**config.mk**
```make
export PLATFORM = sky130hd
export DESIGN_NAME = usb_in_arbiter
export DESIGN_NICKNAME = d
export VERILOG_FILES = /design/src/rtl/usb_in_arb_pkg.sv /design/src/rtl/usb_in_rr_pick.sv /design/src/rtl/usb_in_arbiter.sv
export SDC_FILE = /design/constraint.sdc
export NUM_CORES = 1
export LEC_CHECK = 0
export CAP_MARGIN = 5
export CORE_UTILIZATION = 48
export DETAILED_ROUTE_END_ITERATION = 16
export PLACE_DENSITY = 0.86
export SLEW_MARGIN = 10
export SYNTH_ARGS = -nofsm -noshare
export SYNTH_HDL_FRONTEND = slang
export SYNTH_HIERARCHICAL = 1
export SYNTH_SLANG_ARGS = --single-unit
```
**constraint.sdc**
```tcl
create_clock -name clock -period 9.1 [get_ports clock]
set_input_delay 2.275 -clock clock [delete_from_list [all_inputs] [get_ports clock]]
set_output_delay 2.275 -clock clock [all_outputs]
set_load 0.005 [all_outputs]
```
**src/rtl/usb_in_arb_pkg.sv**
```systemverilog
// Shared state encodings, default widths and grant bit positions for the USB IN arbiter.
package usb_in_arb_pkg;

    localparam int unsigned ADDR_W_DEF = 9;
    localparam int unsigned LEN_W_DEF  = 10;

    localparam int unsigned GNT_A_IDX = 0;
    localparam int unsigned GNT_B_IDX = 1;
    localparam logic [1:0]  GNT_NONE  = 2'b00;
    localparam logic [1:0]  GNT_A     = 2'(1 << GNT_A_IDX);
    localparam logic [1:0]  GNT_B     = 2'(1 << GNT_B_IDX);

    typedef enum logic [1:0] {
        ST_IDLE    = 2'd0,
        ST_GRANT   = 2'd1,
        ST_COMMIT  = 2'd2,
        ST_RELEASE = 2'd3
    } arb_state_e;

    typedef enum logic {
        OWNER_A = 1'b0,
        OWNER_B = 1'b1
    } owner_e;

endpackage

```
**src/rtl/usb_in_rr_pick.sv**
```systemverilog
// Two-way round-robin selector: the requester that did not own last wins a tie.
module usb_in_rr_pick
    import usb_in_arb_pkg::*;
(
    input  logic [1:0] req,
    input  owner_e     last_owner,
    output logic [1:0] pick_c
);

    always_comb begin
        pick_c = GNT_NONE;
        if (req == (GNT_A | GNT_B)) begin
            pick_c = (last_owner == OWNER_B) ? GNT_A : GNT_B;
        end else begin
            pick_c = req;
        end
    end

endmodule

```
**src/rtl/usb_in_arbiter.sv**
```systemverilog
// Whole-packet round-robin arbiter sharing one USB bulk IN endpoint between two loggers.
// Optional per-requester packet counters are built when USB_IN_ARB_STATS_EN is defined.
module usb_in_arbiter
    import usb_in_arb_pkg::*;
#(
    parameter int unsigned HOLD_TIMEOUT = 4096,
    parameter int unsigned ADDR_W       = ADDR_W_DEF,
    parameter int unsigned LEN_W        = LEN_W_DEF
) (
    input  logic              clock,
    input  logic              reset_n,
    input  logic              req_a_request,
    output logic              req_a_ready,
    input  logic [ADDR_W-1:0] req_a_addr,
    input  logic [7:0]        req_a_data,
    input  logic              req_a_wren,
    input  logic              req_a_commit,
    input  logic [LEN_W-1:0]  req_a_commit_len,
    output logic              req_a_commit_ack,
    input  logic              req_b_request,
    output logic              req_b_ready,
    input  logic [ADDR_W-1:0] req_b_addr,
    input  logic [7:0]        req_b_data,
    input  logic              req_b_wren,
    input  logic              req_b_commit,
    input  logic [LEN_W-1:0]  req_b_commit_len,
    output logic              req_b_commit_ack,
    output logic [ADDR_W-1:0] usb_in_addr,
    output logic [7:0]        usb_in_data,
    output logic              usb_in_wren,
    input  logic              usb_in_ready,
    output logic              usb_in_commit,
    output logic [LEN_W-1:0]  usb_in_commit_len,
    input  logic              usb_in_commit_ack,
`ifdef USB_IN_ARB_STATS_EN
    output logic [31:0]       pkt_count_a,
    output logic [31:0]       pkt_count_b,
`endif
    output logic [1:0]        grant,
    output logic              timeout_err
);

    localparam int unsigned CNT_W = (HOLD_TIMEOUT == 0) ? 1 : $clog2(HOLD_TIMEOUT + 1);

    arb_state_e        state_q, state_d;
    logic [1:0]        grant_q, grant_d;
    owner_e            last_owner_q, last_owner_d;
    logic              ack_seen_q, ack_seen_d;
    logic [CNT_W-1:0]  wd_cnt_q, wd_cnt_d, wd_inc;
    logic              timeout_q, timeout_d;
    logic              ack_a_q, ack_a_d, ack_b_q, ack_b_d;
    logic [ADDR_W-1:0] out_addr_q, out_addr_d;
    logic [7:0]        out_data_q, out_data_d;
    logic              out_wren_q, out_wren_d;
    logic              out_commit_q, out_commit_d;
    logic [LEN_W-1:0]  out_len_q, out_len_d;

    logic              owner_is_b, fwd;
    logic [1:0]        pick_c;
    logic [ADDR_W-1:0] own_addr;
    logic [7:0]        own_data;
    logic              own_wren, own_commit;
    logic [LEN_W-1:0]  own_len;

    usb_in_rr_pick u_pick (
        .req        ({req_b_request, req_a_request}),
        .last_owner (last_owner_q),
        .pick_c     (pick_c)
    );

    // Owner-side mux; only meaningful while a grant is held.
    assign owner_is_b = (grant_q == GNT_B);
    assign own_addr   = owner_is_b ? req_b_addr       : req_a_addr;
    assign own_data   = owner_is_b ? req_b_data       : req_a_data;
    assign own_wren   = owner_is_b ? req_b_wren       : req_a_wren;
    assign own_commit = owner_is_b ? req_b_commit     : req_a_commit;
    assign own_len    = owner_is_b ? req_b_commit_len : req_a_commit_len;
    assign wd_inc     = wd_cnt_q + CNT_W'(1);

    always_comb begin
        state_d      = state_q;
        grant_d      = grant_q;
        last_owner_d = last_owner_q;
        ack_seen_d   = ack_seen_q;
        wd_cnt_d     = wd_cnt_q;
        timeout_d    = 1'b0;
        ack_a_d      = 1'b0;
        ack_b_d      = 1'b0;
        fwd          = 1'b0;
        case (state_q)
            ST_IDLE: begin
                if (usb_in_ready && (pick_c != GNT_NONE)) begin
                    grant_d    = pick_c;
                    state_d    = ST_GRANT;
                    wd_cnt_d   = '0;
                    ack_seen_d = 1'b0;
                end
            end
            ST_GRANT: begin
                fwd = 1'b1;
                if (own_commit) begin
                    state_d  = ST_COMMIT;
                    wd_cnt_d = '0;
                end else if (own_wren) begin
                    wd_cnt_d = '0;
                end else if (HOLD_TIMEOUT != 0) begin
                    wd_cnt_d = wd_inc;
                    // Silent owner: drop it without committing, discarding the partial buffer.
                    if (wd_inc == CNT_W'(HOLD_TIMEOUT)) begin
                        fwd          = 1'b0;
                        timeout_d    = 1'b1;
                        grant_d      = GNT_NONE;
                        last_owner_d = owner_is_b ? OWNER_B : OWNER_A;
                        state_d      = ST_RELEASE;
                    end
                end
            end
            ST_COMMIT: begin
                fwd     = 1'b1;
                ack_a_d = usb_in_commit_ack && !owner_is_b;
                ack_b_d = usb_in_commit_ack && owner_is_b;
                if (usb_in_commit_ack) begin
                    ack_seen_d = 1'b1;
                end else if (ack_seen_q && !own_commit) begin
                    fwd          = 1'b0;
                    grant_d      = GNT_NONE;
                    last_owner_d = owner_is_b ? OWNER_B : OWNER_A;
                    state_d      = ST_RELEASE;
                end
            end
            default: begin
                state_d = ST_IDLE;
            end
        endcase
        out_addr_d   = fwd ? own_addr   : '0;
        out_data_d   = fwd ? own_data   : '0;
        out_wren_d   = fwd && own_wren;
        out_commit_d = fwd && own_commit;
        out_len_d    = fwd ? own_len    : '0;
    end

    always_ff @(posedge clock or negedge reset_n) begin
        if (!reset_n) begin
            state_q      <= ST_IDLE;
            grant_q      <= GNT_NONE;
            last_owner_q <= OWNER_B;
            ack_seen_q   <= 1'b0;
            wd_cnt_q     <= '0;
            timeout_q    <= 1'b0;
            ack_a_q      <= 1'b0;
            ack_b_q      <= 1'b0;
            out_addr_q   <= '0;
            out_data_q   <= '0;
            out_wren_q   <= 1'b0;
            out_commit_q <= 1'b0;
            out_len_q    <= '0;
        end else begin
            state_q      <= state_d;
            grant_q      <= grant_d;
            last_owner_q <= last_owner_d;
            ack_seen_q   <= ack_seen_d;
            wd_cnt_q     <= wd_cnt_d;
            timeout_q    <= timeout_d;
            ack_a_q      <= ack_a_d;
            ack_b_q      <= ack_b_d;
            out_addr_q   <= out_addr_d;
            out_data_q   <= out_data_d;
            out_wren_q   <= out_wren_d;
            out_commit_q <= out_commit_d;
            out_len_q    <= out_len_d;
        end
    end

`ifdef USB_IN_ARB_STATS_EN
    logic        commit_done_c;
    logic [31:0] pkt_cnt_a_q, pkt_cnt_a_d, pkt_cnt_b_q, pkt_cnt_b_d;

    // Only a completed commit counts; watchdog releases leave the counters alone.
    always_comb begin
        commit_done_c = (state_q == ST_COMMIT) && (state_d == ST_RELEASE);
        pkt_cnt_a_d   = pkt_cnt_a_q;
        pkt_cnt_b_d   = pkt_cnt_b_q;
        if (commit_done_c && owner_is_b) begin
            pkt_cnt_b_d = pkt_cnt_b_q + 32'd1;
        end else if (commit_done_c) begin
            pkt_cnt_a_d = pkt_cnt_a_q + 32'd1;
        end
    end

    always_ff @(posedge clock or negedge reset_n) begin
        if (!reset_n) begin
            pkt_cnt_a_q <= '0;
            pkt_cnt_b_q <= '0;
        end else begin
            pkt_cnt_a_q <= pkt_cnt_a_d;
            pkt_cnt_b_q <= pkt_cnt_b_d;
        end
    end

    assign pkt_count_a = pkt_cnt_a_q;
    assign pkt_count_b = pkt_cnt_b_q;
`endif

    assign grant             = grant_q;
    assign timeout_err       = timeout_q;
    assign req_a_ready       = (grant_q == GNT_A) && usb_in_ready;
    assign req_b_ready       = (grant_q == GNT_B) && usb_in_ready;
    assign req_a_commit_ack  = ack_a_q;
    assign req_b_commit_ack  = ack_b_q;
    assign usb_in_addr       = out_addr_q;
    assign usb_in_data       = out_data_q;
    assign usb_in_wren       = out_wren_q;
    assign usb_in_commit     = out_commit_q;
    assign usb_in_commit_len = out_len_q;

endmodule

```
==> run metrics, run 1 <==
drt via density=5.50; hold violation total from the final report=0; PwrDens=243 nW/um^2; pin count of the biggest net entering global routing=52; Slew @ Worst Pin=1170 ps; CP Max Fanout=3; DR iter-0 viols=175; Worst path slowest cell=clkdlybuf4s50_1; Layout area overhead=40.4%; Sw Share=37.6%; Yosys reg bits=51; Max Slew Vio Count=0; vias in the first global route=2478; proportion of layout cells with a drive suffix above 1=4.03%; Port-buffer cells=99; Tcrit/Tclk final=62.7%; Power Total=921 uW; Fin Hold WS=546 ps; worst r2r dst=usb_in_addr[5]$_DFF_PN0_; H-tree lvl count=2; clock buffer depth=2; max_slew headroom=22.1%; placed instance count=459; RSZ-0062 raised after global routing=no; antenna cells=0; Synth Flop Type=dfrtp_1; Post-CTS Setup Bufs=0; synth unique cells=48; Buf+Inv Stages, Crit Path=2; initial core utilization=51.2%; min-delay src=ack_seen_q$_DFFE_PN0P_; drt wl/cell=15.4 um; largest area contributor in the netlist=dfrtp_1; die area=5920 um^2; Setup crit end kind=output port; chip height=77.0 um; Worst Hold End=ack_seen_q$_DFFE_PN0P_; row cnt=26; # fillers=420; Post-synth top cells=76 x nand2_1, 50 x dfrtp_1, 34 x a21oi_1; critical path's most frequent cell=clkdlybuf4s50_1; Seq pwr share=35.6%; CTS resizes=0; core area=5270 um^2; Crit path largest cell delay=500 ps; Final Net Count=466; Hold Path Cell Cnt=2; Syn. warnings=6; # IOs=100; initial antenna violation count=0; Worst-path clk slew=90 ps; Avg Inst Size Synth=8.87 um^2; CTS Sinks=51; Tot GR Track Use=25.6%; Post-CTS Hold Buffers=0; die width=77.0 um; HPWL after DPL=5210 um; RePlAce Congestion=0.891; number of max-cap violations=0; ranking of synthesized cells by area=dfrtp_1 46%, nand2_1 11%, a21oi_1 6.3%; HP Class=reg -> reg; WP data arrival=3430 ps; CTS root buf=clkbuf_8; worst r2r path cells=7; grt ovf=0; Req. time, crit path=6830 ps; CTS tree=yes; Synth top area share=46.4%; post-synth net total=374; R2R setup slack=5450 ps; static leakage=1.64 nW; internal power=574 uW; Mapped Area=2700 um^2; clk_skew=8.60 ps; ys async rst share=100%; final cell count without fillers=467; DRC=0; Combinational Power Share=50.4%; first drt pass iteration count=4; maximum vdd drop=0.000180 V; Clock Power Share=14.0%; fmax=175 MHz; synthesized instance count=304; Psw=346 uW; CTS Buf Count=5; Crit Path Class=in -> out; final core utilization=71.8%; Top delay family on crit path=buffers and inverters; crit path cell chain=clkdlybuf4s50_1, nand2_1, nor2_1, clkdlybuf4s50_1; setup violators final=0; sequential area share after synthesis=47.4%; DRT antenna net count=0; Post-synth EDFFs=0; startpoint types=input pin; first-pass GRT wire length=12000 um; Worst-Skew Late Latency=310 ps; DRT Wirelength=7190 um; Worst R2R Start=wd_cnt_q[0]$_DFFE_PN0P_; status=finished clean; setup tns final=0 ps; count leader, synth=nand2_1; via count=2569; Tmin final=5710 ps
final cells by class:
| cell class | instances | area, um^2 | share of cell area (%) |
|---|---|---|---|
| Inverter | 11 | 41.3 | 1.09 |
| Clock inverter | 2 | 12.5 | 0.330 |
| Tap cell | 70 | 87.6 | 2.31 |
| Sequential cell | 51 | 1280 | 33.7 |
| Clock buffer | 6 | 72.6 | 1.92 |
| Timing Repair Buffer | 100 | 996 | 26.3 |
| Multi-Input combinational cell | 227 | 1300 | 34.3 |
flip-flops by register name, summed over array words and instances, names as in the netlist, 2 cells and up:
signal and count:
usb_in_addr 9, grant 2, usb_in_commit_len 10, state_q 2, wd_cnt_q 13, usb_in_data 8
metrics by stage:
stage / worst slack, ps / instance area [um^2]
global placement: 3400 / 3700
detailed placement: 3390 / 3700
floorplan: 4410 / 2700
global route: 3330 / 3790
CTS: 3390 / 3780
finish: 3390 / 3790
routing by layer:
metal / wire (um) / share of wire [%] / track usage, %
met5: 0 / 0 / 0
met4: 74 / 1.0 / 7.12
met3: 353 / 4.9 / 4.40
met2: 3460 / 48 / 42.1
met1: 3310 / 46 / 34.6
cell families (layout without fill, tap and decap cells):
| logic type | after synthesis | after routing | share of synthesized area, % |
|---|---|---|---|
| mux | 4 | 4 | 1.53 |
| simple gates | 126 | 126 | 22.3 |
| compound gates | 88 | 88 | 20.5 |
| buf+inv | 26 | 119 | 4.55 |
| flops | 51 | 51 | 47.4 |
| fa+ha+maj | 6 | 6 | 2.78 |
| xor+xnor | 3 | 3 | 0.975 |
power groups by stage:
| stage | sequential, mW | clock [mW] | combinational (mW) |
|---|---|---|---|
| after detailed placement | 0.333 | 0 | 0.463 |
| after floorplan | 0.335 | 0 | 0.250 |
| after CTS | 0.328 | 0.131 | 0.466 |
| final | 0.327 | 0.129 | 0.464 |
| after global routing | 0.336 | 0.142 | 0.509 |
| after global placement | 0.331 | 0 | 0.453 |
tightest hold or removal path: stages, from the launching register on:
cell and delay [ps]:
dfrtp_1 370, a21oi_1 50, nor2_1 100
how the worst max path moves through the flow:
stage	startpoint	to	slack, ps	depth (start not counted)
2_1_floorplan	usb_in_ready	req_a_ready	4410	2
3_3_place_gp	usb_in_ready	req_a_ready	3400	4
3_5_place_dp	usb_in_ready	req_a_ready	3390	4
4_1_cts	usb_in_ready	req_a_ready	3390	4
5_1_grt	usb_in_ready	req_a_ready	3330	4
6_report	usb_in_ready	req_a_ready	3390	4
cell usage in the layout, fill, tap and decap left out, drive strengths merged, types with 2 or more instances in the layout:
| cell | n |
|---|---|
| clkdlybuf4s50 | 98 |
| nand2 | 76 |
| xor2 | 2 |
| a21boi | 4 |
| nand3 | 5 |
| o21a | 2 |
| ha | 6 |
| nand4 | 4 |
| clkbuf | 6 |
| nor2b | 3 |
| buf | 2 |
| inv | 11 |
| a211o | 2 |
| dfrtp | 50 |
| or4b | 2 |
| a31oi | 4 |
| o21ai | 21 |
| nand2b | 5 |
| o41ai | 5 |
| nor2 | 8 |
| mux2i | 3 |
| and2 | 4 |
| o31ai | 7 |
| and3 | 6 |
| a21oi | 34 |
| nor3 | 6 |
| o221ai | 2 |
| o31a | 2 |
Note: power is estimated with default switching activity, not from simulation.
==> inputs of run 2 (changes only) <==
--- a/config.mk
+++ b/config.mk
@@ -6,9 +6,9 @@
 export NUM_CORES = 1
 export LEC_CHECK = 0
 export CAP_MARGIN = 5
-export CORE_UTILIZATION = 48
+export CORE_UTILIZATION = 45
 export DETAILED_ROUTE_END_ITERATION = 16
-export PLACE_DENSITY = 0.86
+export PLACE_DENSITY = 0.81
 export SLEW_MARGIN = 10
 export SYNTH_ARGS = -nofsm -noshare
 export SYNTH_HDL_FRONTEND = slang
==> constraint.sdc (replaced) <==
create_clock -name clock -period 5.5 [get_ports clock]
set_input_delay 1.375 -clock clock [delete_from_list [all_inputs] [get_ports clock]]
set_output_delay 1.375 -clock clock [all_outputs]
set_load 0.005 [all_outputs]
==> run 2 against run 1 <==
  * Worst setup slack worse by 1800 ps
  * Non-clock buffer count is the same
  * Combinational power up 65%
  * Count of clock-buffer cells in the layout shrank 1
  * Largest power group unchanged
  * Design area increased by 0.89%
  * Global-route usage is 1.8 points lower
  * Wire length is 1.7% higher
  * Sequential power increased by 65%
  * Critical endpoint unchanged
  * Clock power is 110% higher
==> run metrics, run 2 (synthesis gave the netlist of run 1 again) <==
status=finished clean; Hold Path Cell Cnt=2; grt ovf=0; Worst Hold End=ack_seen_q$_DFFE_PN0P_; Tot GR Track Use=23.7%; grt peak-use layer=met2; WP data arrival=2560 ps; worst r2r dst=usb_in_addr[1]$_DFF_PN0_; final cell count without fillers=469; Worst R2R Start=wd_cnt_q[0]$_DFFE_PN0P_; setup violators final=0; fmax=254 MHz; crit path cell chain=clkdlybuf4s50_1, nand2_1, nor2_1, clkdlybuf4s50_1; GR Util met2=39.0%; drt wl/cell=15.6 um; antenna cells=0; first-pass GRT wire length=11500 um; Fin Hold WS=544 ps; CTS tree=yes; drt via density=5.42; Port-buffer cells=99; hold violation total from the final report=0; Worst path slowest cell=clkdlybuf4s50_1; number of max-cap violations=0; first drt pass iteration count=4; Worst-Skew Late Latency=310 ps; placed instance count=461; GR Util met3=4.34%; clk_skew=8.27 ps; number of flip-flops under the largest register name=13; static leakage=1.66 nW; CTS root buf=clkbuf_8; clock buffer depth=2; R2R setup slack=1840 ps; initial antenna violation count=0; vias in the first global route=2363; Biggest register=wd_cnt_q; Crit Path Class=in -> out; Top delay family on crit path=buffers and inverters; setup tns final=0 ps; Tmin final=3930 ps; row cnt=27; most frequent cells in the layout=98 x clkdlybuf4s50_1, 76 x nand2_1, 50 x dfrtp_1, 34 x a21oi_1, 21 x o21ai_0; CTS Buf Count=5; via count=2543; DRT Wirelength=7310 um; # IOs=100; Post-CTS Hold Buffers=0; min-delay src=ack_seen_q$_DFFE_PN0P_; RePlAce Congestion=0.852; Setup crit end kind=output port; Post-CTS Setup Bufs=0; Max Slew Vio Count=0; chip height=79.4 um; Slew @ Worst Pin=1120 ps; commonest non-fill, non-tap cell in the layout=clkdlybuf4s50_1; startpoint types=input pin; max_slew headroom=25.6%; die width=79.4 um; Crit path largest cell delay=530 ps; Power Total=1.58 mW; DR iter-0 viols=122; DRT antenna net count=0; Worst-path clk slew=100 ps; Layout area overhead=41.7%; DRC=0; critical path's most frequent cell=clkdlybuf4s50_1; Final Net Count=466; final core utilization=67.7%; core area=5640 um^2; H-tree lvl count=2; Buf+Inv Stages, Crit Path=2; HP Class=reg -> reg; proportion of layout cells with a drive suffix above 1=4.28%; pin count of the biggest net entering global routing=52; Req. time, crit path=4120 ps; CTS resizes=0; PwrDens=413 nW/um^2; CTS Sinks=51; maximum vdd drop=0.000229 V; met1 Use GR=32.0%; Tcrit/Tclk final=71.5%; CP Max Fanout=3; die area=6310 um^2; HPWL after DPL=5240 um; initial core utilization=47.8%; RSZ-0062 raised after global routing=no; worst r2r path cells=7
run 2: changes by cell type in the layout (fill, tap and decap cells not counted), sizes merged:
cell	delta
inv	+1
clkinvlp	-1
bufinv	+1
clkbuf	-1
run 2: layout make-up:
class,count,area [um^2]
Inverter,11,41.3
Tap cell,72,90.1
Clock inverter,3,47.5
Timing Repair Buffer,100,996
Multi-Input combinational cell,227,1300
Sequential cell,51,1280
Fill cell,451,1820
Clock buffer,5,68.8
run 2: worst max path at each step:
stage,to,from,depth (start not counted),slack (ps)
after floorplan,usb_in_wren$_DFF_PN0_,req_b_wren,7,2470
after global placement,usb_in_commit_len[5]$_DFF_PN0_,req_b_wren,6,1390
after detailed placement,usb_in_addr[1]$_DFF_PN0_,req_b_wren,6,1340
after CTS,req_a_ready,usb_in_ready,4,1590
after global routing,usb_in_data[7]$_DFF_PN0_,req_b_wren,6,1480
final,req_a_ready,usb_in_ready,4,1570
run 2: tightest hold or removal path, stage by stage (launching register included):
cell and delay (ps):
dfrtp_1 370, a21oi_1 50, nor2_1 90
run 2: power by group:
part | switching, mW | total [mW] | internal, mW | leakage, nW
Combinational | 0.393 | 0.764 | 0.372 | 0.909
Sequential | 0.0528 | 0.541 | 0.488 | 0.691
Clock | 0.132 | 0.270 | 0.138 | 0.0587
Total | 0.578 | 1.58 | 0.998 | 1.66
run 2: per-stage QoR:
stage          setup WS [ps]  area (um^2)
6_report                1570         3820
5_1_grt                 1480         3820
4_1_cts                 1590         3820
3_5_place_dp            1340         3700
3_3_place_gp            1390         3700
2_1_floorplan           2470         2700
run 2: metal layers:
layer | part of all wire [%] | up-vias
met3 | 6.6 | 11
met2 | 47 | 84
met1 | 45 | 1206
li1 | - | 1242
met4 | 1.4 | 0
met5 | 0 | -
==> inputs of run 3 (changes only) <==
==> constraint.sdc (replaced) <==
create_clock -name clock -period 4.05 [get_ports clock]
set_input_delay 1.0125 -clock clock [delete_from_list [all_inputs] [get_ports clock]]
set_output_delay 1.0125 -clock clock [all_outputs]
set_load 0.005 [all_outputs]
==> run 3 against run 2 <==
  * Global-route usage grew 0.68 points
  * Combinational power grew 39%
  * Final cell count grew 0.85%
==> run metrics, run 3 (synthesis gave the netlist of run 1 again) <==
first drt pass iteration count=5; setup violators final=0; number of flip-flops under the largest register name=13; CTS root buf=clkbuf_8; Worst R2R Start=wd_cnt_q[0]$_DFFE_PN0P_; Max Slew Vio Count=0; startpoint types=register; Sw Share=37.7%; WP data arrival=3430 ps; Hold Path Cell Cnt=2; vias in the first global route=2506; RSZ-0062 raised after global routing=no; worst r2r path cells=8; Reg area=1280 um^2; Setup crit end kind=register; clock buffer depth=2; fmax=308 MHz; Tot GR Track Use=24.4%; grt ovf=0; Post-CTS Hold Buffers=0; drt via density=5.49; drt wl/cell=15.6 um; met1 Use GR=32.1%; DRC=0; GR Util met3=4.11%; commonest non-fill, non-tap cell in the layout=clkdlybuf4s50_1; number of max-cap violations=0; # IOs=100; RePlAce Congestion=0.848; area of the multi-input gates=1300 um^2; GR Util met2=41.8%; initial core utilization=47.8%; Biggest register=wd_cnt_q; Layout area overhead=41.6%; setup tns final=0 ps; crit path from=wd_cnt_q[0]$_DFFE_PN0P_; CTS Sinks=51; Worst-path clk slew=90 ps; proportion of layout cells with a drive suffix above 1=5.24%; chip height=79.4 um; Post-CTS Setup Bufs=0; DRT antenna net count=0; H-tree lvl count=2; antenna cells=0; DR iter-0 viols=111; Req. time, crit path=4230 ps; CTS tree=yes; min-delay src=ack_seen_q$_DFFE_PN0P_; Port-buffer cells=99; internal power=1.30 mW; Combinational Power Share=50.6%; Slew @ Worst Pin=799 ps; via count=2596; Seq pwr share=35.5%; CTS resizes=0; pin count of the biggest net entering global routing=37; max_slew headroom=46.7%; HPWL after DPL=5430 um; most frequent cells in the layout=98 x clkdlybuf4s50_1, 76 x nand2_1, 50 x dfrtp_1, 34 x a21oi_1, 21 x o21ai_0; clk_skew=3.11 ps; CP Max Fanout=24; Worst-Skew Late Latency=300 ps; Psw=788 uW; die width=79.4 um; Clock Power Share=13.9%; initial antenna violation count=0; DRT Wirelength=7370 um; maximum vdd drop=0.000232 V; static leakage=1.67 nW; core area=5640 um^2; Tmin final=3250 ps; row cnt=27; first-pass GRT wire length=12100 um; R2R setup slack=800 ps; Crit Path Class=reg -> reg; Tcrit/Tclk final=80.1%; PwrDens=547 nW/um^2; HP Class=reg -> reg; CTS Buf Count=5; grt peak-use layer=met2; hold violation total from the final report=0; Final Net Count=470; die area=6310 um^2; Power Total=2.09 mW; # fillers=443; status=finished clean
run 3: changes by cell type in the layout (fill, tap and decap cells not counted):
cell,previous run,this run
clkinv_2,0,2
buf_4,2,5
buf_2,0,1
clkinv_4,1,0
bufinv_16,1,0
run 3: worst max-delay path, stage by stage (launching register included):
cell,delay (ps)
dfrtp_1,470
ha_1,310
and2_1,220
or4b_1,500
a31oi_1,250
or4b_1,620
o31ai_4,320
buf_4,330
a21oi_1,80
run 3: worst paths after layout:
kind,endpoint
min in group asynchronous,usb_in_addr[0]$_DFF_PN0_
worst min register to register,ack_seen_q$_DFFE_PN0P_
worst max register to register,usb_in_commit_len[5]$_DFF_PN0_
max in group asynchronous,usb_in_wren$_DFF_PN0_
worst max-delay path,usb_in_commit_len[5]$_DFF_PN0_
worst min-delay path,ack_seen_q$_DFFE_PN0P_
run 3: final cells by class:
type                            instances  share of cell area [%]
Timing Repair Buffer                  104                    26.8
Clock buffer                            5                    1.80
Multi-Input combinational cell        227                    34.0
Inverter                               11                    1.08
Clock inverter                          3                   0.491
Tap cell                               72                    2.36
Sequential cell                        51                    33.5
run 3: through the flow:
stage                     cells  setup slack, ps  hold WS (ps)  instance area [um^2]  utilization (%)
after floorplan             304             1180           499                  2700                -
after global placement      465              633           521                  3730             66.1
after detailed placement    465              553           539                  3730             66.1
after CTS                   473              846           560                  3820             67.7
after global routing        473              619           605                  3820             67.7
final                       473              805           561                  3820             67.7
run 3: power groups by stage:
stage / sequential [mW] / combinational, mW / clock [mW]
floorplan: 0.752 / 0.561 / 0
global placement: 0.748 / 1.03 / 0
detailed placement: 0.755 / 1.05 / 0
CTS: 0.744 / 1.06 / 0.302
global route: 0.758 / 1.17 / 0.319
finish: 0.741 / 1.06 / 0.291
run 3: layer usage:
layer | wire length [um] | vias to the layer above
met4 | 88 | 0
met3 | 511 | 9
li1 | - | 1250
met5 | 0 | -
met1 | 3250 | 1233
met2 | 3510 | 104
